`config.mk`:
```
export PLATFORM = sky130hd
export DESIGN_NAME = imm_packer
export DESIGN_NICKNAME = d
export VERILOG_FILES = /design/src/rtl/imm_packer_pkg.sv /design/src/rtl/imm_pack_fields.sv /design/src/rtl/imm_packer.sv
export SDC_FILE = /design/constraint.sdc
export NUM_CORES = 1
export LEC_CHECK = 0
export ABC_CLOCK_PERIOD_IN_PS = 2520
export BUFFER_PORTS_ARGS = -buffer_cell sky130_fd_sc_hd__buf_2
export CORE_ASPECT_RATIO = 0.75
export CORE_MARGIN = 1
export CORE_UTILIZATION = 55
export CTS_CLUSTER_SIZE = 8
export DETAILED_ROUTE_END_ITERATION = 12
export PLACE_DENSITY_LB_ADDON = 0.2
export SLEW_MARGIN = 20
export SYNTH_ARGS = -nofsm -noshare
export SYNTH_HDL_FRONTEND = slang
export SYNTH_SLANG_ARGS = --single-unit
```
`constraint.sdc`:
```
create_clock -name clk -period 2.52 [get_ports clk]
set_input_delay 0.252 -clock clk [delete_from_list [all_inputs] [get_ports clk]]
set_output_delay 0.252 -clock clk [all_outputs]
set_load 0.01 [all_outputs]
```
`src/rtl/imm_packer_pkg.sv`:
```
// rtl/imm_packer_pkg.sv - format codes, opcodes and immediate range check shared with the extender
package imm_packer_pkg;

  typedef enum logic [1:0] {
    FMT_I     = 2'b00,
    FMT_S     = 2'b01,
    FMT_B     = 2'b10,
    FMT_SHIFT = 2'b11
  } imm_fmt_e;

  localparam logic [6:0] OP_LOAD   = 7'h03;
  localparam logic [6:0] OP_IMM    = 7'h13;
  localparam logic [6:0] OP_STORE  = 7'h23;
  localparam logic [6:0] OP_BRANCH = 7'h63;
  localparam logic [6:0] OP_JALR   = 7'h67;

  localparam logic [15:0] ERR_COUNT_MAX = 16'hFFFF;

  // True when imm survives packing and sign/zero extension unchanged.
  function automatic logic imm_in_range(input logic [1:0] fmt, input logic [31:0] imm);
    logic ok;
    case (imm_fmt_e'(fmt))
      FMT_I, FMT_S: ok = (&imm[31:11]) || !(|imm[31:11]);
      FMT_B:        ok = ((&imm[31:12]) || !(|imm[31:12])) && !imm[0];
      default:      ok = !(|imm[31:5]);
    endcase
    return ok;
  endfunction

endpackage

```
`src/rtl/imm_pack_fields.sv`:
```
// rtl/imm_pack_fields.sv - combinational packing of fields and immediate into an RV32I word
module imm_pack_fields
  import imm_packer_pkg::*;
(
  input  logic [1:0]  fmt,
  input  logic [6:0]  opcode,
  input  logic [2:0]  funct3,
  input  logic [6:0]  funct7,
  input  logic [4:0]  rd,
  input  logic [4:0]  rs1,
  input  logic [4:0]  rs2,
  input  logic [31:0] imm,
  output logic [31:0] instr,
  output logic        err
);

  always_comb begin
    instr = '0;
    case (imm_fmt_e'(fmt))
      FMT_I:   instr = {imm[11:0], rs1, funct3, rd, opcode};
      FMT_S:   instr = {imm[11:5], rs2, rs1, funct3, imm[4:0], opcode};
      FMT_B:   instr = {imm[12], imm[10:5], rs2, rs1, funct3, imm[4:1], imm[11], opcode};
      default: instr = {funct7, imm[4:0], rs1, funct3, rd, opcode};
    endcase
  end

  assign err = !imm_in_range(fmt, imm);

endmodule

```
`src/rtl/imm_packer.sv`:
```
// rtl/imm_packer.sv - two-stage valid/ready instruction packer with address counter and error count
module imm_packer
  import imm_packer_pkg::*;
#(
  parameter int unsigned       ADDR_W    = 32,
  parameter logic [ADDR_W-1:0] BASE_ADDR = '0
) (
  input  logic              clk,
  input  logic              rst_n,
  input  logic              clear,
  input  logic              in_valid,
  output logic              in_ready,
  input  logic [1:0]        in_fmt,
  input  logic [6:0]        in_opcode,
  input  logic [2:0]        in_funct3,
  input  logic [6:0]        in_funct7,
  input  logic [4:0]        in_rd,
  input  logic [4:0]        in_rs1,
  input  logic [4:0]        in_rs2,
  input  logic [31:0]       in_imm,
  output logic              out_valid,
  input  logic              out_ready,
  output logic [31:0]       out_instr,
  output logic [ADDR_W-1:0] out_addr,
  output logic              out_err,
  output logic [15:0]       err_count
);

  logic              s1_valid;
  logic [31:0]       s1_instr;
  logic              s1_err;
  logic [ADDR_W-1:0] s1_addr;
  logic [ADDR_W-1:0] addr_cnt;

  logic [31:0]       pack_instr;
  logic              pack_err;
  logic              s2_advance;
  logic              s1_advance;
  logic              accept;

  imm_pack_fields u_fields (
    .fmt    (in_fmt),
    .opcode (in_opcode),
    .funct3 (in_funct3),
    .funct7 (in_funct7),
    .rd     (in_rd),
    .rs1    (in_rs1),
    .rs2    (in_rs2),
    .imm    (in_imm),
    .instr  (pack_instr),
    .err    (pack_err)
  );

  assign s2_advance = !out_valid || out_ready;
  assign s1_advance = s2_advance || !out_valid;
  // Clear closes the input for its cycle so a coincident request is dropped.
  assign in_ready   = !clear && (!s1_valid || s1_advance);
  assign accept     = in_valid && in_ready;

  always_ff @(posedge clk or negedge rst_n) begin
    if (!rst_n) begin
      s1_valid <= 1'b0;
      s1_instr <= '0;
      s1_err   <= 1'b0;
      s1_addr  <= BASE_ADDR;
      addr_cnt <= BASE_ADDR;
    end else if (clear) begin
      s1_valid <= 1'b0;
      addr_cnt <= BASE_ADDR;
    end else begin
      if (!s1_valid || s1_advance) begin
        s1_valid <= in_valid;
      end
      if (accept) begin
        s1_instr <= pack_instr;
        s1_err   <= pack_err;
        s1_addr  <= addr_cnt;
        addr_cnt <= addr_cnt + ADDR_W'(4);
      end
    end
  end

  always_ff @(posedge clk or negedge rst_n) begin
    if (!rst_n) begin
      out_valid <= 1'b0;
      out_instr <= '0;
      out_addr  <= BASE_ADDR;
      out_err   <= 1'b0;
    end else if (clear) begin
      out_valid <= 1'b0;
    end else if (s2_advance) begin
      out_valid <= s1_valid;
      if (s1_valid) begin
        out_instr <= s1_instr;
        out_addr  <= s1_addr;
        out_err   <= s1_err;
      end
    end
  end

  always_ff @(posedge clk or negedge rst_n) begin
    if (!rst_n) begin
      err_count <= '0;
    end else if (clear) begin
      err_count <= '0;
    end else if (out_valid && out_ready && out_err && (err_count != ERR_COUNT_MAX)) begin
      err_count <= err_count + 16'd1;
    end
  end

endmodule
```
After elaboration in Yosys (flattened, before gate mapping):

Index checks and enable logic that the tools add are counted.

* register bits after elaboration: 180
* output and inout bits: 83
* input port bits: 71
* word-level logic and storage cells: 58

* reductions and logical operators: 32
* muxes and demuxes: 10
* bitwise logic cells: 1
* $add $sub $neg: 2
* equal/unequal tests: 3

Operator list (number)
* case mux 32 bit (3 select lines): 1
* two-way mux 32 bit: 2
* adder 32 x 3 -> 32 bit, second input constant: 1
* two-way mux 16 bit: 2
* OR reduction 27 bit: 1
* AND reduction 21 bit: 1
* OR reduction 21 bit: 1
* AND reduction 20 bit: 1
* OR reduction 20 bit: 1
* adder 16 x 1 -> 16 bit, second input constant: 1
* != test 16 bit, second input constant: 1
* zero test 1 bit: 8
* nonzero test 2 bit: 4
* logical AND 1 bit: 6
* logical OR 1 bit: 5
* two-way mux 1 bit: 4
* AND reduction 3 bit: 1
* == test 2 x 1 -> 1 bit, second input constant: 1
* == test 2 bit, second input constant: 1
* zero test 2 bit: 1
* case mux 1 bit (2 select lines): 1
* AND reduction 2 bit: 1
* OR reduction 2 bit: 1
* inverter 1 bit: 1

Longest topological paths before layout:

Gate-level depths: netlist (run 1).

* depth after elaboration: 8
* depth in mapped cells: 7

By module:

From an unflattened synthesis (run 1), not the netlist that was laid out.

* cells, all modules: 629
* area total of the unflattened synthesis: 7902.6 sq um

Modules (own cells, without submodules)
* imm_packer: area each 7373.3 sq um, cells an instance 563, seq. area each 4354.2 sq um, times used 1
* imm_pack_fields: area each 529.3 sq um, cells an instance 66, seq. area each 0.0 sq um, times used 1

Least setup slack after synthesis (run 1):

No wires, ideal clock.

* kind: reg2reg
* start: reg err_count[0]
* end: reg err_count[13]
* stages on the path, launching flop included: 7
* required time: 2.395 ns
* arrival: 1.708 ns
* setup slack: 0.687 ns
* buffers on the path: 0
* cells stage by stage: dfrtp_1 > ha_1 > nand2_1 > nor4_4 > nor3_1 > nand3_1 > mux2_2

* word-level cells in the longest chain between the ends: 3
* elaborated cells on any way between the ends: 6
* classes of those cells: add/sub (1); eq/ne (1); mux (2); reduce/logical (2)

RTL lines
* from (decl): line imm_packer.sv:26 `output logic [15:0] err_count`
* from (signal assigned): line imm_packer.sv:107 `err_count <= err_count + 16'd1;`
* adder 16 x 1 -> 16 bit / != test 16 bit (equally long branches): line imm_packer.sv:107, imm_packer.sv:106
* two-way mux 16 bit / logical AND 1 bit (equally long branches): line imm_packer.sv:106 `end else if (out_valid && out_ready && out_err && (err_count != ERR_COUNT_MAX)) begin`
* two-way mux 16 bit / nonzero test 2 bit (equally long branches)

Parallel ways exist; a longest one is shown, timed or not. The select of a mux whose other input is x is not followed.
A chain may end at the register's enable or synchronous reset.

Final worst setup path (run 1):

* start: reg s1_valid
* end: reg s1_err

* word-level cells in the longest chain between the ends: 5

RTL lines
* from (decl): line imm_packer.sv:29 `logic s1_valid;`
* from (signal assigned): line imm_packer.sv:72 `s1_valid <= in_valid;`
* zero test 1 bit: line imm_packer.sv:57 `assign in_ready = !clear && (!s1_valid || s1_advance);`
* logical OR 1 bit: line imm_packer.sv:57
* logical AND 1 bit: line imm_packer.sv:57
* logical AND 1 bit: line imm_packer.sv:58 `assign accept = in_valid && in_ready;`
* AND reduction 2 bit (no source line)
* to (signal assigned): line imm_packer.sv:76 `s1_err <= pack_err;`
* to (decl): line imm_packer.sv:31 `logic s1_err;`

No other way between the ends.

==> results of run 1 <==
repair_timing:
item	4_1_cts	5_1_grt
setup endpoints to repair	0	0
buffers inserted	0	0
hold endpoints to repair	58	0
hold buffers	1	0
metal layers:
layer	vias up	share of wire (%)	global-route usage (%)
li1	2422	-	-
met1	2586	45	32.1
met2	115	49	39.4
met3	15	4.6	6.88
met4	0	0.85	6.50
met5	-	0	0
path summary, 6_finish.rpt:
check | cells past startpoint | to | start
worst min-delay path | 2 | s1_instr[13] | in_funct3[1]
worst max register to register | 7 | s1_err | s1_valid
worst max-delay path | 7 | s1_err | s1_valid
min in group asynchronous | 2 | out_instr[13] | rst_n
worst min register to register | 1 | addr_cnt[31] | addr_cnt[31]
max in group asynchronous | 3 | out_addr[15] | rst_n
report_power, final:
| part | internal, mW | total (mW) | switching (mW) | leakage (nW) |
|---|---|---|---|---|
| sequential | 3.05 | 3.18 | 0.136 | 2.30 |
| combinational | 0.383 | 0.780 | 0.396 | 1.88 |
| clock | 1.47 | 2.57 | 1.10 | 0.282 |
worst register-to-register path: cells and delay by family, from the launching register on:
family	cells	cell delay, ns
and+or+nand+nor	4	0.87
buffers and inverters	2	0.50
DFF	1	0.40
AOI/OAI and AO/OA	1	0.12
area by class of cell:
| cell class | count | share of cell area [%] |
|---|---|---|
| clock buffer | 21 | 5.31 |
| clock inverter | 11 | 1.18 |
| inverter | 2 | 0.0830 |
| multi-input combinational | 390 | 32.8 |
| sequential | 174 | 48.1 |
| tap | 171 | 2.36 |
| timing repair buffer | 163 | 10.1 |
state kept, by name, summed over array words and instances, names as in the netlist, 16 cells and up:
name       cells
err_count     16
out_addr      30
s1_addr       30
out_instr     32
s1_instr      32
addr_cnt      30
synth_stat cells, types with 2 or more instances:
cell / n
nand3_1: 15
a21oi_1: 10
a211oi_1: 2
clkbuf_1: 10
nor4_4: 2
nor2b_1: 4
nand4_1: 24
nor3_1: 5
or4_1: 2
nand2b_1: 8
o21ai_0: 22
nand2_1: 44
nor4_1: 11
and2_1: 2
mux2i_1: 22
buf_4: 4
nor2_1: 44
nand3b_1: 2
ha_1: 2
o21bai_1: 2
dfrtp_1: 174
xor2_1: 18
nand4b_1: 3
and4_1: 3
o31ai_1: 3
and3_1: 5
inv_1: 2
mux2_2: 109
xnor2_1: 11
buf_2: 14
cells by family after synthesis:
logic type                 count (synthesis)  share of synthesized area, %
AOI/OAI and AO/OA                         45                          3.54
xor gates and xnor gates                  29                          3.41
adders and majority gates                  2                         0.336
buffers and inverters                     30                          1.95
DFF                                      174                          58.4
muxes                                    131                          19.4
other                                      1                        0.0503
and+or+nand+nor                          181                          12.9
==> summary.md, run 1 <==
| Metric | Value |
|---|---|
| RSZ-0062 raised after global routing | `no` |
| Final ANT Viol Nets | `0` |
| Slowest stage delay, CP | `0.40 ns` |
| Syn Std Cell Area | `7460 sq um` |
| Die W | `136 um` |
| Most frequent CP cell | `buf_12` |
| Most common cell after layout, fill and taps aside | `dfrtp_1` |
| Largest cells by area after synthesis | `dfrtp_1 58%, mux2_2 16%, mux2i_1 3.0%, nand2_1 2.2%, nor2_1 2.2%` |
| Detailed Route WL | `15.6 mm` |
| Synth Register Bits | `174` |
| Fin area | `9050 sq um` |
| DR pass1 iterations | `4` |
| RD Place Congestion | `0.840` |
| Final core occ | `69.0%` |
| Via count | `5138` |
| Longest Clk Path Bufs | `2` |
| R2R Setup Slk | `0.50 ns` |
| Hold Slack | `0.0597 ns` |
| Commonest cells after routing, fill and taps aside | `174 x dfrtp_1, 150 x buf_2, 109 x mux2_2` |
| Leakage power | `4.46 nW` |
| Initial antenna violation count | `0` |
| Final setup viols | `0` |
| Req. time, crit path | `2.80 ns` |
| Slowest-stage cell, CP | `dfrtp_1` |
| Multi-input logic area | `2970 sq um` |
| WS Path Type | `register to register` |
| Synth unique cells | `44` |
| Status | `finished, final reports clean` |
| Post_cts resized | `0` |
| Relative slew slack | `60.0%` |
| CP max FO | `33` |
| Vias in the first global route | `5216` |
| Fin cells | `932` |
| Crit share post-route | `80.3%` |
| Boundary Pins | `154` |
| Tot Pwr | `6.53 mW` |
| Root Driver | `clkbuf_16` |
| Top FF cell, synth | `dfrtp_1` |
| Iter 0 DRT Violations | `232` |
| Chip height | `103 um` |
| Skew-Pair Late Insertion Delay | `0.42 ns` |
| Largest net degree at the start of global routing | `61` |
| Syn Inst Count | `593` |
| Post-DP Area | `8450 sq um` |
| Fillers | `996` |
| Critical Path Source Type | `register` |
| Reg area | `4350 sq um` |
| Fin worst setup slack | `0.496 ns` |
| Crit-path leading delay family | `simple AND/OR/NAND/NOR gates` |
| Worst clock skew | `0.00543 ns` |
| Starting density of the core | `56.9%` |
| Min Tclk post-route | `2.02 ns` |
| Vias/cell | `5.51` |
| Num CTS Buffers | `17` |
| I/O Buffers | `151` |
| Leading area contributor after synthesis | `dfrtp_1` |
| Sequential share of the synthesized area | `58.4%` |
| Maxcap violations | `0` |
| H-tree depth | `4` |
| Grt ovf | `0` |
| Row cnt | `36` |
| Tot GR Track Use | `24.2%` |
| Worst-path clk slew | `0.06 ns` |
| First-pass GRT wire length | `25.9 mm` |
| Layout cell share with drive strength beyond 1 | `40.9%` |
| Critical path endpoint category | `register` |
| Slew @ Worst Pin | `0.584 ns` |
| Pre-CTS WS | `0.484 ns` |
| Layout Nets | `821` |
| Max-slew violation count | `0` |
| Synth async-reset ratio | `100%` |
| Routed length per instance | `16.7 um` |
| Diodes inserted | `0` |
| WP buf/inv | `2` |
| Layout area overhead | `21.3%` |
| Worst EP arrival | `2.30 ns` |
| Critical Path, Cell by Cell | `and3b_1, nor2_1, nand2_2, buf_12, buf_12, nand2_1, o311ai_0` |
| Top cell type's share of synthesized area | `58.4%` |
| Post-Place Cells | `899` |
| EDFF count, synth | `0` |
| Die area | `14000 sq um` |
| Warnings, synthesis | `0` |
| Peak supply drop | `0.647 mV` |
| Pwr Density | `722 nW/um^2` |
| Setup TNS | `0 ns` |
| Worst Hold Class | `input pin to register` |
| Avg Inst Size Synth | `12.6 sq um` |
| Max frequency | `494 MHz` |
| Post-DP HPWL | `10.9 mm` |
| Final hold vios | `0` |
| CTS tree | `done` |
| Clock sinks | `174` |
| Core area | `13100 sq um` |
| DRC Markers | `0` |
Power figures use the tool's default switching activity.
==> run 2, diff against run 1 <==
--- a/config.mk
+++ b/config.mk
@@ -5,11 +5,12 @@
 export SDC_FILE = /design/constraint.sdc
 export NUM_CORES = 1
 export LEC_CHECK = 0
-export ABC_CLOCK_PERIOD_IN_PS = 2520
+export ABC_AREA = 1
+export ABC_CLOCK_PERIOD_IN_PS = 2000
 export BUFFER_PORTS_ARGS = -buffer_cell sky130_fd_sc_hd__buf_2
 export CORE_ASPECT_RATIO = 0.75
 export CORE_MARGIN = 1
-export CORE_UTILIZATION = 55
+export CORE_UTILIZATION = 56
 export CTS_CLUSTER_SIZE = 8
 export DETAILED_ROUTE_END_ITERATION = 12
 export PLACE_DENSITY_LB_ADDON = 0.2
==> constraint.sdc (replaced) <==
create_clock -name clk -period 2 [get_ports clk]
set_input_delay 0.2 -clock clk [delete_from_list [all_inputs] [get_ports clk]]
set_output_delay 0.2 -clock clk [all_outputs]
set_load 0.01 [all_outputs]
==> run 2 against run 1 <==
- via count increased by 35%
- register-to-register slack got worse by 0.30 ns
- sequential power increased by 24%
- critical path type unchanged
- count of clock-buffer cells in the layout decreased by 3
==> summary.md, run 2 <==
| Metric | Value |
|---|---|
| Final hold vios | `0` |
| DRC Markers | `0` |
| Worst clock skew | `0.00902 ns` |
| Worst-path clk slew | `0.07 ns` |
| Synth Area in Adders | `0.311%` |
| RD Place Congestion | `0.883` |
| EDFF count, synth | `0` |
| Tot Pwr | `8.13 mW` |
| Routed length per instance | `14.4 um` |
| Row cnt | `37` |
| Final ANT Viol Nets | `0` |
| Multi-input logic area | `3140 sq um` |
| Warnings, synthesis | `0` |
| Clock sinks | `174` |
| Most common cell after layout, fill and taps aside | `nand2_1` |
| Commonest cells after routing, fill and taps aside | `251 x nand2_1, 174 x dfrtp_1, 150 x buf_2` |
| Worst EP arrival | `2.10 ns` |
| Setup TNS | `0 ns` |
| Relative slew slack | `60.9%` |
| Critical path endpoint category | `register` |
| Layout area overhead | `22.2%` |
| Longest Clk Path Bufs | `2` |
| Starting density of the core | `58.0%` |
| Largest cells by area after synthesis | `dfrtp_1 54%, nand2_1 12%, o21ai_0 6.6%, inv_1 5.1%, nor2_1 4.3%` |
| DR pass1 iterations | `5` |
| Worst Hold Class | `input pin to register` |
| CP max FO | `7` |
| Initial antenna violation count | `0` |
| Grt ovf | `0` |
| Layout Nets | `1200` |
| Detailed Route WL | `18.9 mm` |
| Core area | `13900 sq um` |
| Avg Inst Size Synth | `8.46 sq um` |
| Req. time, crit path | `2.29 ns` |
| CTS tree | `done` |
| Synth cell count leaders | `251 x nand2_1, 174 x dfrtp_1, 109 x inv_1, 107 x o21ai_0, 93 x nor2_1` |
| Syn Std Cell Area | `8060 sq um` |
| Syn Inst Count | `953` |
| Most frequent cell after synthesis | `nand2_1` |
| Top FF cell, synth | `dfrtp_1` |
| Layout cell share with drive strength beyond 1 | `22.3%` |
| Fillers | `1128` |
| Reg area | `4350 sq um` |
| Synth unique cells | `36` |
| RSZ-0062 raised after global routing | `no` |
| Via count | `6941` |
| Die W | `141 um` |
| WS Path Type | `register to register` |
| Max frequency | `554 MHz` |
| Path depth of the worst reg2reg path | `7` |
| Final setup viols | `0` |
| Iter 0 DRT Violations | `508` |
| Skew-Pair Late Insertion Delay | `0.43 ns` |
| I/O Buffers | `151` |
| Max-slew violation count | `0` |
| Synth async-reset ratio | `100%` |
| Root Driver | `clkbuf_16` |
| Leading area contributor after synthesis | `dfrtp_1` |
| Slew @ Worst Pin | `0.582 ns` |
| Peak supply drop | `0.598 mV` |
| Boundary Pins | `154` |
| Post-synthesis simple-gate area fraction | `23.1%` |
| Vias/cell | `5.28` |
| Synth Register Bits | `174` |
| Chip height | `106 um` |
| Sequential share of the synthesized area | `54.0%` |
| Hold Crit Depth | `3` |
| Top cell type's share of synthesized area | `54.0%` |
| Critical Path Source Type | `register` |
| XOR/XNOR Fraction of Synth Area | `0.978%` |
| Vias in the first global route | `6658` |
| Diodes inserted | `0` |
| Main combinational cell family by area after synthesis | `simple AND/OR/NAND/NOR gates` |
| Maxcap violations | `0` |
| Status | `finished, final reports clean` |
| Top flop regs | `out_instr: 32 flops, s1_instr: 32 flops` |
| Crit share post-route | `90.3%` |
| Tot GR Track Use | `27.1%` |
| Pwr Density | `826 nW/um^2` |
| Post-DP HPWL | `13.1 mm` |
| Mux contribution to synthesized area | `4.05%` |
| Min Tclk post-route | `1.81 ns` |
| Die area | `14900 sq um` |
| Hold Slack | `0.00304 ns` |
| Synth Area in Compound Gates | `10.2%` |
| Largest net degree at the start of global routing | `83` |
| Num CTS Buffers | `17` |
| First-pass GRT wire length | `31.9 mm` |
| Leakage power | `5.01 nW` |
| H-tree depth | `4` |
run 2: final timing paths:
check	start	slack, ns	endpoint
max in group asynchronous	rst_n	1.09	addr_cnt[16]
worst min register to register	s1_addr[21]	0.48	s1_addr[21]
worst max register to register	err_count[0]	0.19	err_count[0]
worst max-delay path	err_count[0]	0.19	err_count[0]
min in group asynchronous	rst_n	0.27	out_instr[3]
worst min-delay path	in_opcode[2]	0.003	s1_instr[2]
run 2: area by class of cell:
class                           count  share of cell area (%)
Clock buffer                       18                    4.46
Sequential cell                   174                    44.2
Tap cell                          175                    2.22
Inverter                          109                    4.15
Clock inverter                     14                    1.44
Timing Repair Buffer              191                    11.6
Multi-Input combinational cell    634                    31.9
run 2: logic make-up (layout without fill, tap and decap cells):
family / count (synthesis) / count (layout)
simple gates: 442 / 442
buf+inv: 146 / 332
mux: 29 / 29
xor+xnor: 9 / 9
compound gates: 150 / 150
fa+ha+maj: 2 / 2
flops: 174 / 174
other cells: 1 / 2
run 2: timing repair:
item,in CTS,in global routing
endpoints found under the hold margin,57,1
hold buffers,12,1
endpoints found under the setup margin,0,14
setup buffers,0,1
resized for setup,0,1
run 2: worst max-delay path, stage by stage (launching register included):
cell,delay (ns)
dfrtp_1,0.43
ha_1,0.24
inv_1,0.15
nor3_4,0.07
nand3b_4,0.09
nor2_4,0.04
o21ai_1,0.47
o21ai_0,0.16
run 2: per-layer routing:
metal,wire [um],up-vias,GRT usage (%)
li1,-,3442,-
met1,8880,3289,37.3
met2,8710,195,43.6
met3,1130,15,7.16
met4,146,0,5.82
met5,0,-,0
run 2: report_power, final:
part	internal (mW)	total, mW	switching (mW)
clock	1.70	3.24	1.54
combinational	0.390	0.968	0.578
sequential	3.79	3.93	0.135
run 2: stage by stage:
stage | cell area [sq um] | util, % | instances | setup slack (ns)
finish | 9850 | 70.9 | 1315 | 0.194
floorplan | 8060 | - | 954 | 0.307
detailed placement | 9110 | 65.6 | 1269 | 0.149
global placement | 9110 | 65.6 | 1269 | 0.214
global route | 9850 | 70.9 | 1315 | 0.0449
CTS | 9810 | 70.7 | 1313 | 0.110
